### config.mk
export PLATFORM = sky130hd
export DESIGN_NAME = mem_arbiter_flat
export DESIGN_NICKNAME = d
export VERILOG_FILES = /design/src/rtl/mem_arbiter_if.sv /design/src/rtl/mem_arbiter.sv /design/src/flat_wrapper.sv
export SDC_FILE = /design/constraint.sdc
export NUM_CORES = 1
export LEC_CHECK = 0
export CORE_AREA = 5 5 100 102
export CTS_CLUSTER_DIAMETER = 40
export DETAILED_ROUTE_END_ITERATION = 7
export DIE_AREA = 0 0 105 107
export GPL_TIMING_DRIVEN = 1
export PLACE_DENSITY_LB_ADDON = 0.25
export SETUP_SLACK_MARGIN = 0.1
export SYNTH_ARGS = -nofsm -noshare
export SYNTH_HDL_FRONTEND = slang
export SYNTH_SLANG_ARGS = --single-unit
### constraint.sdc
create_clock -name CLK -period 2 [get_ports CLK]
set_input_delay 0.4 -clock CLK [delete_from_list [all_inputs] [get_ports CLK]]
set_output_delay 0.4 -clock CLK [all_outputs]
set_load 0.005 [all_outputs]
### src/rtl/mem_arbiter_if.sv
// Request/response bundle between the fetch/data ports, the arbiter and the RAM.
// master = requester + RAM model side, slave = arbiter side.
interface mem_arbiter_if;
  logic        iREN;
  logic [31:0] iaddr;
  logic        iwait;
  logic [31:0] iload;
  logic        dREN;
  logic        dWEN;
  logic [31:0] daddr;
  logic [31:0] dstore;
  logic        dwait;
  logic [31:0] dload;
  logic        halt;
  logic        halted;
  logic        ramREN;
  logic        ramWEN;
  logic [31:0] ramaddr;
  logic [31:0] ramstore;
  logic [31:0] ramload;
  logic [1:0]  ramstate;
  logic        ramerr;

  modport slave (
    input  iREN, iaddr, dREN, dWEN, daddr, dstore, halt, ramload, ramstate,
    output iwait, iload, dwait, dload, halted, ramREN, ramWEN, ramaddr, ramstore, ramerr
  );

  modport master (
    output iREN, iaddr, dREN, dWEN, daddr, dstore, halt, ramload, ramstate,
    input  iwait, iload, dwait, dload, halted, ramREN, ramWEN, ramaddr, ramstore, ramerr
  );
endinterface

### src/rtl/mem_arbiter.sv
// Instruction/data arbiter onto a single RAM port; data wins unless the
// ARB_STARVE_GUARD_EN macro enables the instruction starvation guard.
//
// state  | meaning
// IDLE   | no grant; decide next owner
// IGNT   | instruction fetch owns the RAM
// DGNT   | data access owns the RAM
// HALTED | closed after halt; only RST leaves
module mem_arbiter #(
  parameter int STARVE_LIMIT = 4
) (
  input  logic         CLK,
  input  logic         RST,
  mem_arbiter_if.slave bus
);
  localparam logic [1:0] IDLE   = 2'd0;
  localparam logic [1:0] IGNT   = 2'd1;
  localparam logic [1:0] DGNT   = 2'd2;
  localparam logic [1:0] HALTED = 2'd3;

  localparam logic [1:0] RAM_FREE   = 2'd0;
  localparam logic [1:0] RAM_BUSY   = 2'd1;
  localparam logic [1:0] RAM_ACCESS = 2'd2;
  localparam logic [1:0] RAM_ERROR  = 2'd3;

  logic [1:0]  state, state_nxt, cur;
  logic        i_req, d_req, ram_done, ram_idle;
  logic        i_done, d_done, starve_force;
  logic        ram_ren, ram_wen, i_wait, d_wait;
  logic [31:0] ram_addr, ram_store;
  logic        ramerr_q;

  // Reset overrides the registered state so outputs look like IDLE while RST is high.
  assign cur      = RST ? IDLE : state;
  assign i_req    = bus.iREN;
  assign d_req    = bus.dREN | bus.dWEN;
  assign ram_done = (bus.ramstate == RAM_ACCESS) || (bus.ramstate == RAM_ERROR);
  assign ram_idle = (bus.ramstate == RAM_FREE) || (bus.ramstate == RAM_BUSY);

  always_comb begin
    state_nxt = cur;
    ram_ren   = 1'b0;
    ram_wen   = 1'b0;
    ram_addr  = '0;
    ram_store = '0;
    i_wait    = i_req;
    d_wait    = d_req;
    i_done    = 1'b0;
    d_done    = 1'b0;
    case (cur)
      IDLE: begin
        if (bus.halt)                 state_nxt = HALTED;
        else if (starve_force && i_req) state_nxt = IGNT;
        else if (d_req)               state_nxt = DGNT;
        else if (i_req)               state_nxt = IGNT;
      end
      IGNT: begin
        if (!i_req) begin
          state_nxt = IDLE;
        end else begin
          ram_ren  = 1'b1;
          ram_addr = bus.iaddr;
          if (ram_done) begin
            i_wait    = 1'b0;
            i_done    = 1'b1;
            state_nxt = bus.halt ? HALTED : IDLE;
          end
        end
      end
      DGNT: begin
        if (!d_req) begin
          state_nxt = IDLE;
        end else begin
          ram_wen   = bus.dWEN;
          ram_ren   = bus.dREN & ~bus.dWEN;
          ram_addr  = bus.daddr;
          ram_store = bus.dstore;
          if (ram_done) begin
            d_wait    = 1'b0;
            d_done    = 1'b1;
            state_nxt = bus.halt ? HALTED : IDLE;
          end
        end
      end
      default: state_nxt = HALTED;
    endcase
  end

  always_ff @(posedge CLK) begin
    if (RST) begin
      state    <= IDLE;
      ramerr_q <= 1'b0;
    end else begin
      state    <= state_nxt;
      ramerr_q <= (i_done | d_done) & (bus.ramstate == RAM_ERROR);
    end
  end

`ifdef ARB_STARVE_GUARD_EN
  localparam int CW = $clog2(STARVE_LIMIT + 1);
  localparam logic [CW-1:0] LIMIT = CW'(STARVE_LIMIT);
  logic [CW-1:0] starve_cnt;

  // Only data completions that left a fetch waiting count toward starvation.
  always_ff @(posedge CLK) begin
    if (RST)
      starve_cnt <= '0;
    else if (i_done || (d_done && !i_req))
      starve_cnt <= '0;
    else if (d_done && starve_cnt != LIMIT)
      starve_cnt <= starve_cnt + 1'b1;
  end

  assign starve_force = (starve_cnt == LIMIT);
`else
  logic unused_starve;
  assign unused_starve = (STARVE_LIMIT == 0);
  assign starve_force  = 1'b0;
`endif

  logic unused_ramstate;
  assign unused_ramstate = ram_idle;

  assign bus.ramREN   = ram_ren;
  assign bus.ramWEN   = ram_wen;
  assign bus.ramaddr  = ram_addr;
  assign bus.ramstore = ram_store;
  assign bus.iwait    = i_wait;
  assign bus.dwait    = d_wait;
  assign bus.iload    = bus.ramload;
  assign bus.dload    = bus.ramload;
  assign bus.halted   = (cur == HALTED);
  assign bus.ramerr   = ramerr_q;
endmodule

### src/flat_wrapper.sv
// flat-port wrapper written by rule: the top's interface ports become plain ports
module mem_arbiter_flat 
#(
  parameter int STARVE_LIMIT = 4
)
  (CLK, RST, bus_iREN, bus_iaddr, bus_dREN, bus_dWEN, bus_daddr, bus_dstore, bus_halt, bus_ramload, bus_ramstate, bus_iwait, bus_iload, bus_dwait, bus_dload, bus_halted, bus_ramREN, bus_ramWEN, bus_ramaddr, bus_ramstore, bus_ramerr);
  mem_arbiter_if bus_i ();
  input  logic CLK;
  input  logic RST;
  input wire logic [$bits(bus_i.iREN)-1:0] bus_iREN;
  input wire logic [$bits(bus_i.iaddr)-1:0] bus_iaddr;
  input wire logic [$bits(bus_i.dREN)-1:0] bus_dREN;
  input wire logic [$bits(bus_i.dWEN)-1:0] bus_dWEN;
  input wire logic [$bits(bus_i.daddr)-1:0] bus_daddr;
  input wire logic [$bits(bus_i.dstore)-1:0] bus_dstore;
  input wire logic [$bits(bus_i.halt)-1:0] bus_halt;
  input wire logic [$bits(bus_i.ramload)-1:0] bus_ramload;
  input wire logic [$bits(bus_i.ramstate)-1:0] bus_ramstate;
  output wire logic [$bits(bus_i.iwait)-1:0] bus_iwait;
  output wire logic [$bits(bus_i.iload)-1:0] bus_iload;
  output wire logic [$bits(bus_i.dwait)-1:0] bus_dwait;
  output wire logic [$bits(bus_i.dload)-1:0] bus_dload;
  output wire logic [$bits(bus_i.halted)-1:0] bus_halted;
  output wire logic [$bits(bus_i.ramREN)-1:0] bus_ramREN;
  output wire logic [$bits(bus_i.ramWEN)-1:0] bus_ramWEN;
  output wire logic [$bits(bus_i.ramaddr)-1:0] bus_ramaddr;
  output wire logic [$bits(bus_i.ramstore)-1:0] bus_ramstore;
  output wire logic [$bits(bus_i.ramerr)-1:0] bus_ramerr;
  assign bus_i.iREN = bus_iREN;
  assign bus_i.iaddr = bus_iaddr;
  assign bus_i.dREN = bus_dREN;
  assign bus_i.dWEN = bus_dWEN;
  assign bus_i.daddr = bus_daddr;
  assign bus_i.dstore = bus_dstore;
  assign bus_i.halt = bus_halt;
  assign bus_i.ramload = bus_ramload;
  assign bus_i.ramstate = bus_ramstate;
  assign bus_iwait = bus_i.iwait;
  assign bus_iload = bus_i.iload;
  assign bus_dwait = bus_i.dwait;
  assign bus_dload = bus_i.dload;
  assign bus_halted = bus_i.halted;
  assign bus_ramREN = bus_i.ramREN;
  assign bus_ramWEN = bus_i.ramWEN;
  assign bus_ramaddr = bus_i.ramaddr;
  assign bus_ramstore = bus_i.ramstore;
  assign bus_ramerr = bus_i.ramerr;
  mem_arbiter #(.STARVE_LIMIT(STARVE_LIMIT)) u_core (.CLK(CLK), .RST(RST), .bus(bus_i));
endmodule
Word level (Yosys, flattened, before mapping)
Index checks and enable logic that the tools add are counted.
Word-level totals
  flip-flop bits (word level): 3
  input port bits: 136
  output and inout bits: 134
Operators by class
  equal/unequal tests: 5
  muxes and demuxes: 29
  bitwise operators: 5
  reductions and logical operators: 2
Operators by type and width (count)
  $mux W32: 4
  $pmux W32 S2: 1
  $mux W2: 8
  $mux W1: 14
  $eq A2 B2 Y1 const B: 4
  $pmux W2 S3: 1
  $and A1 B1 Y1: 2
  $eq A2 B1 Y1 const B: 1
  $logic_not A2 Y1: 1
  $or A1 B1 Y1: 2
  $pmux W1 S2: 1
  $logic_or A1 B1 Y1: 1
  $not A1 Y1: 1

Logic depth before layout (Yosys ltp)
Gate-level depths: netlist of the first run.
  word-level depth: 7
  mapped depth: 8

Least setup slack after synthesis of the first run
Ideal clock, no wire load.
  kind: input port to output port
  start: in RST
  end: out bus_ramaddr[10]
  arrival: 1.414 ns
  data required time: 1.600 ns
  slack: 0.186 ns
  stages on the path: 8
  path through: nor2b_1 > inv_1 > ha_1 > and2_1 > buf_2 > buf_4 > a22oi_1 > nor2_1
Between the ends
  longest elaborated chain between the ends: 3
  elaborated cells on any way between the ends: 4
  those cells by class: eq/ne: 2; mux: 2
RTL lines
  from (decl): line flat_wrapper.sv:9  | input logic RST;
  $mux W2 *: line mem_arbiter.sv:34  | assign cur = RST ? IDLE : state;
  $eq A2 B2 Y1 / $eq A2 B1 Y1 (equally long branches): line mem_arbiter.sv:50  | case (cur)
  $pmux W32 S2 *: line mem_arbiter.sv:50
  to (decl): line flat_wrapper.sv:26  | output wire logic [$bits(bus_i.ramaddr)-1:0] bus_ramaddr;
Every way passes the cells marked *; elsewhere a longest branch is shown, timed or not.

Worst setup path after layout of the first run
  start: reg u_core.state[0]
  end: out bus_ramaddr[14]
Between the ends
  longest elaborated chain between the ends: 3
  elaborated cells on any way between the ends: 4
  those cells by class: eq/ne: 2; mux: 2
RTL lines
  from (decl): line mem_arbiter.sv:26  | logic [1:0] state, state_nxt, cur;
  from (signal assigned): line mem_arbiter.sv:94  | state <= state_nxt;
  $mux W2 *: line mem_arbiter.sv:34
  $eq A2 B2 Y1 / $eq A2 B1 Y1 (equally long branches): line mem_arbiter.sv:50
  $pmux W32 S2 *: line mem_arbiter.sv:50
Marked as above.

==> impl_metrics.csv, run 1 <==
group,metric,value,unit
status,status,"complete, but fails checks",
status,violations,"setup timing",
setup_path,cp.arrival,1.72,ns
setup_path,r2r_slack,0.29,ns
logic_synthesis,yosys.area.top_type_share,36.7,%
global_route,overflow,0,
setup_path,crit_fanout,7,
setup_path,crit_path_cell_trace,"nor2b_4, inv_2, ha_4, o21a_4, buf_12, buf_6, a22oi_2, nor2_1, buf_2",
setup_path,startpoint_type,"flip-flop",
logic_synthesis,syn_inst,208,
route,drt-total-wl,8.08,mm
timing,hold_slack,0.465,ns
timing,final_max_slew_viol_count,0,
place,place.gp.congestion,0.743,
setup_path,endpoint_kind,"primary output",
setup_path,cp.required,1.60,ns
finish,drive_above_1_share,54.6,%
cts,h-tree-depth,1,
finish,mostFrequentLayoutCell,"clkdlybuf4s50_1",
setup_path,critPathCapture,"bus_ramaddr[14]",
route,drc,0,
timing,relSlewSlack,86.8,%
floorplanning,core_area,0.00902,mm2
logic_synthesis,syn_area_per_cell,6.70,um2
timing,finClkSkew,0.00491,ns
logic_synthesis,synth_seq_area_share,4.31,%
timing,setup_slack,-0.119,ns
timing,max_freq,472,MHz
logic_synthesis,syn_area,0.00139,mm2
cts,cts_tree,"yes",
logic_synthesis,ys_types,24,
setup_path,crit_buf_inv,4,
timing,finalSetupViolCount,57,
cts,postCtsHoldBufs,0,
global_route,grt_use_total,13.3,%
power_and_ir_drop,leakagePower,1.46,nW
worst_hold_path,min_path_type,"in -> reg",
finish,area_delta_synth_final,153,%
timing,min_period_over_period,106,%
timing,hold_viol,0,
global_route,antenna_found_initial,0,
power_and_ir_drop,vdd_ir_drop_max,108,uV
logic_synthesis,synth_nets,346,
power_and_ir_drop,p_sw,324,uW
setup_path,critical-path-slowest-cell,"dfxtp_2",
flow_run,cap_viol_max_count,0,
timing,fin_crit,2.12,ns
power_and_ir_drop,p_int,719,uW
place,dp_hpwl,5.66,mm
logic_synthesis,netlist_top_cells_area,"buf_4 37%, a22oi_1 17%, and2_1 16%",
timing,tightest_slew,0.197,ns
place,port_buffers,173,
route,first_pass_iters,4,
global_route,grt_pass1_vias,2206,
floorplanning,num_rows,35,
setup_path,path_depth,9,
route,wl_per_cell,17.5,um
cts,cts-root-buf,"clkbuf_8",
finish,fin_nets,489,
route,vias,1952,
cts,cts.sinks,3,
floorplanning,die_x,105,um
timing,rsz0062_at_grt,"yes",
route,drt_iter0_drc,26,
place,dp.cells,431,
setup_path,rr_endpoint,"u_core.state[0]",
setup_path,cpPeakStageDelay,0.34,ns
cts,clk_latency,0.22,ns
route,via_per_inst,4.23,
power_and_ir_drop,switching_share,31.1,%
logic_synthesis,synth_top_cell_by_area,"buf_4",
setup_path,crit_family,"buffers and inverters",
global_route,grt_pass1_wl,12.1,mm
route,postRouteAntennaNets,0,
cts,clk_pin_slew,0.04,ns
finish,diodes,0,
route,route.met2.wl,4.36,mm
route,wl_met3,575,um
logic_synthesis,ys_ff_latch,3,
floorplanning,ios,270,
place,dpl-instance-area,0.00286,mm2
power_and_ir_drop,pwr-share-comb,75.3,%
power_and_ir_drop,p_per_area,296,mW/mm2
finish,layout_common_cells,"101 x clkdlybuf4s50_1, 36 x nor2_1, 36 x buf_6",
setup_path,rr_worst_depth,9,
finish,final_util,39.0,%
cts,clockBufferDepth,2,
logic_synthesis,ys.warnings.count,0,
setup_path,startpoint,"u_core.state[0]",
floorplanning,initial_core_util,15.4,%
power_and_ir_drop,power_frac_clock,17.8,%
global_route,grt_max_degree,12,
setup_path,r2r_start,"u_core.state[0]",
power_and_ir_drop,p_seq_share,6.9,%
route,highest_layer,"met4",
finish,final_area,0.00352,mm2
floorplanning,die_h,107,um
floorplanning,die-area,0.0112,mm2
route,wl_met1,3.03,mm
finish,stdcell_count,461,
cts,cts_buffers,3,
setup_path,critical_path_class,"reg -> out",
timing,setup_tns,-3.19,ns
[stage by stage]
stage | total power [mW] | setup slack (ns)
after floorplan | 0.346 | 0.186
after global placement | 0.633 | -0.838
after detailed placement | 0.633 | -0.880
after CTS | 1.04 | -0.176
after global routing | 1.11 | -0.189
final | 1.04 | -0.119
[power by group through the flow]
| stage | combinational (mW) | sequential, mW | clock, mW |
|---|---|---|---|
| global placement | 0.563 | 0.0697 | 0 |
| finish | 0.785 | 0.0721 | 0.186 |
| floorplan | 0.274 | 0.0717 | 0 |
| CTS | 0.781 | 0.0710 | 0.185 |
| detailed placement | 0.563 | 0.0697 | 0 |
| global route | 0.836 | 0.0723 | 0.199 |
[worst reg2reg max path: stages (launching register included)]
cell	delay [ns]
dfxtp_2	0.34
nor2b_4	0.17
inv_2	0.05
ha_4	0.15
o21a_4	0.15
buf_8	0.16
buf_16	0.14
buf_4	0.14
o21ai_1	0.13
a41oi_1	0.13
[flip-flops by register name, indices dropped and copies added (netlist names)]
| register | count |
|---|---|
| u_core.state | 2 |
| u_core.bus.ramerr | 1 |
[cells in the mapped netlist]
cell type	instances
a22oi_1	32
buf_6	4
nor2b_1	2
clkbuf_1	3
o21a_2	1
nor3_1	1
a21oi_1	1
inv_1	3
nand2_1	3
buf_4	68
ha_1	2
nand3_1	1
o21ai_1	1
a21boi_0	1
and2_1	35
a41oi_1	1
mux2_2	2
a31oi_1	2
buf_2	3
buf_1	1
dfxtp_1	3
o21ai_0	1
o31ai_1	1
nor2_1	36
[area by class of cell]
cell class / count / area, um2
repair buffers: 217 / 2230
flip-flops and latches: 3 / 62.6
multi-input cells: 123 / 1040
well taps: 111 / 139
fillers: 929 / 5500
inverters: 3 / 11.3
clock buffers: 4 / 45.0
[per-layer routing]
layer	up-vias	track usage, %
met3	25	3.13
li1	915	-
met4	0	3.84
met2	118	26.2
met1	894	13.9
met5	-	0
[worst min path at each step]
stage | start | endpoint | slack [ns] | cells after the start
after floorplan | RST | u_core.state[1] | 0.47 | 1
after global placement | u_core.state[0] | u_core.state[1] | 0.60 | 3
after detailed placement | u_core.state[0] | u_core.state[1] | 0.60 | 3
after CTS | RST | u_core.bus.ramerr | 0.46 | 2
after global routing | RST | u_core.bus.ramerr | 0.48 | 2
final | RST | u_core.bus.ramerr | 0.46 | 2
[cell families after synthesis]
logic type | synth area share [%]
buf+inv | 42.9
compound gates | 21.6
fa+ha+maj | 1.80
mux | 1.62
flops | 4.31
simple gates | 27.9
[repair_timing]
| action | CTS | global route |
|---|---|---|
| pin swaps | 48 | 30 |
| cloned | 11 | 0 |
| setup endpoints to repair | 71 | 68 |
| buffers inserted | 16 | 2 |
| resized for setup | 343 | 57 |
Note: power is estimated with default switching activity, not from simulation.
==> run 2, diff against run 1 <==
--- a/config.mk
+++ b/config.mk
@@ -7,6 +7,7 @@
 export LEC_CHECK = 0
 export CORE_AREA = 5 5 100 102
 export CTS_CLUSTER_DIAMETER = 40
+export CTS_CLUSTER_SIZE = 24
 export DETAILED_ROUTE_END_ITERATION = 7
 export DIE_AREA = 0 0 105 107
 export GPL_TIMING_DRIVEN = 1
==> results of run 2 <==
The final DEF is identical to that of run 1; final timing and power are the same.
==> variant, RTL diff (settings of run 1) <==
Add a define of `ARB_STARVE_GUARD_EN`.
--- a/src/rtl/mem_arbiter.sv
+++ b/src/rtl/mem_arbiter.sv
@@ -7,4 +7,6 @@
 // DGNT   | data access owns the RAM
 // HALTED | closed after halt; only RST leaves
+`define ARB_STARVE_GUARD_EN
+
 module mem_arbiter #(
   parameter int STARVE_LIMIT = 4
Check against the original RTL: not equivalent (a bounded check fails within 10 cycles, from zero or initial values and one cycle with RST high).
==> variant against run 1 <==
  * The flow still finishes with violations (negative setup slack)
  * Total power up 8.9%
  * Area after synthesis up 11%
  * Critical path depth up 1
  * Final area increased by 0.99%
  * Setup slack got worse by 0.056 ns
  * Combinational power increased by 3.3%
  * Cell count increased by 5.2%
  * Wire length decreased by 6.0%
  * Sequential cell count rose by 3
  * Critical path type unchanged
  * Largest power group unchanged
==> variant: results (changes against run 1) <==
status=finished with violations; violated checks=negative setup slack; Placement Cell Area=0.00305 sq mm (+6.7%); final wirelength=7590 um (-6.0%); R2R setup slack=0.14 ns (-0.15 ns); Hold Path Class=flip-flop to flip-flop; vias in the first global route=2244 (+1.7%); min-delay src=u_core.starve_cnt[2]; layout cells sized above 1=47.9% (-6.7 points); Vias=2036 (+4.3%); first drt pass iteration count=3 (-1); met3 routed WL=595 um (+3.5%); met1 Use GR=14.0% (+0.13 points); R2R depth=11 (+2); hold endpoint=u_core.starve_cnt[2]; WL met1=2840 um (-6.1%); wire length on met2=3840 um (-12%); mean area per synthesized cell=6.81 sq um (+1.7%); max FFs per register=3 (+1); Tightest Pin Transition=0.322 ns (+0.125 ns); Initial DRC Count=50 (+92%); final worst slack=-0.174 ns (-0.0558 ns); DR WL/cell=15.7 um (-11%); top post-synthesis cells by area=buf_4 31%, a22oi_1 16%, and2_1 14%, nor2_1 9.0%, dfxtp_1 7.8%; Arr. time, crit path=1.77 ns (+0.05 ns); worst hold slack=0.539 ns (+0.0741 ns); first-pass GRT wire length=11800 um (-2.7%); Max VDD drop=0.000157 V (+45%); Placed Cells incl. Taps=453 (+5.1%); Setup Viol. Count Final=52 (-8.8%); final net count=516 (+5.5%); setup total negative slack=-4.95 ns (-1.76 ns); skew final=0.000613 ns (-0.00430 ns); Pleak=0.00152 uW (+4.0%); GP Congestion=0.739 (-0.57%); Critical Path Max Stage Delay=0.32 ns (-0.02 ns); synth unique cells=29 (+21%); post-synthesis sequential area ratio=7.77% (+3.5 points); GRT met3 Usage=3.55% (+0.42 points)
## variant: cell count changes after synthesis, sizes merged, moves of 2 or more
cell and change:
a21oi +5, a31oi -2, buf -3, clkbuf +3
dfxtp +3, ha +2, mux2 -2, nand3b +2
o21ai +2
## variant: through the flow
stage          setup WS (ns)  utilization [%]
3_3_place_gp          -0.806             33.9
2_1_floorplan          0.154                -
6_report              -0.174             39.4
4_1_cts               -0.202             40.2
3_5_place_dp          -0.873             33.9
5_1_grt               -0.263             39.4
## variant: cell type report
| cell class | instances | area, sq um |
|---|---|---|
| Fill cell | 933 | 5470 |
| Sequential cell | 6 | 123 |
| Multi-Input combinational cell | 138 | 1090 |
| Clock buffer | 3 | 41.3 |
| Tap cell | 111 | 139 |
| Inverter | 4 | 17.5 |
| Timing Repair Buffer | 223 | 2140 |
## variant: kinds of logic after synthesis
| kind of cell | share of synthesized area, % |
|---|---|
| buffers and inverters | 37.8 |
| and+or+nand+nor | 27.4 |
| AOI/OAI and AO/OA | 21.9 |
| DFF | 7.77 |
| adders and majority gates | 3.24 |
| xor gates and xnor gates | 1.13 |
| muxes | 0.648 |
## variant: timing repair
| action | 4_1_cts | 5_1_grt |
|---|---|---|
| pin swaps | 49 | 20 |
| cloned | 9 | 0 |
| setup endpoints to repair | 74 | 68 |
| hold buffers | 0 | 0 |
| gates resized for setup | 365 | 10 |
| setup buffers | 24 | 1 |
## variant: where the power goes
part	leakage, uW	internal (uW)	switching, uW	total, uW
logic	0.00145	525	286	811
clock network	0.0000216	130	60.3	190
registers	0.0000495	130	4.13	134
total	0.00152	785	350	1140
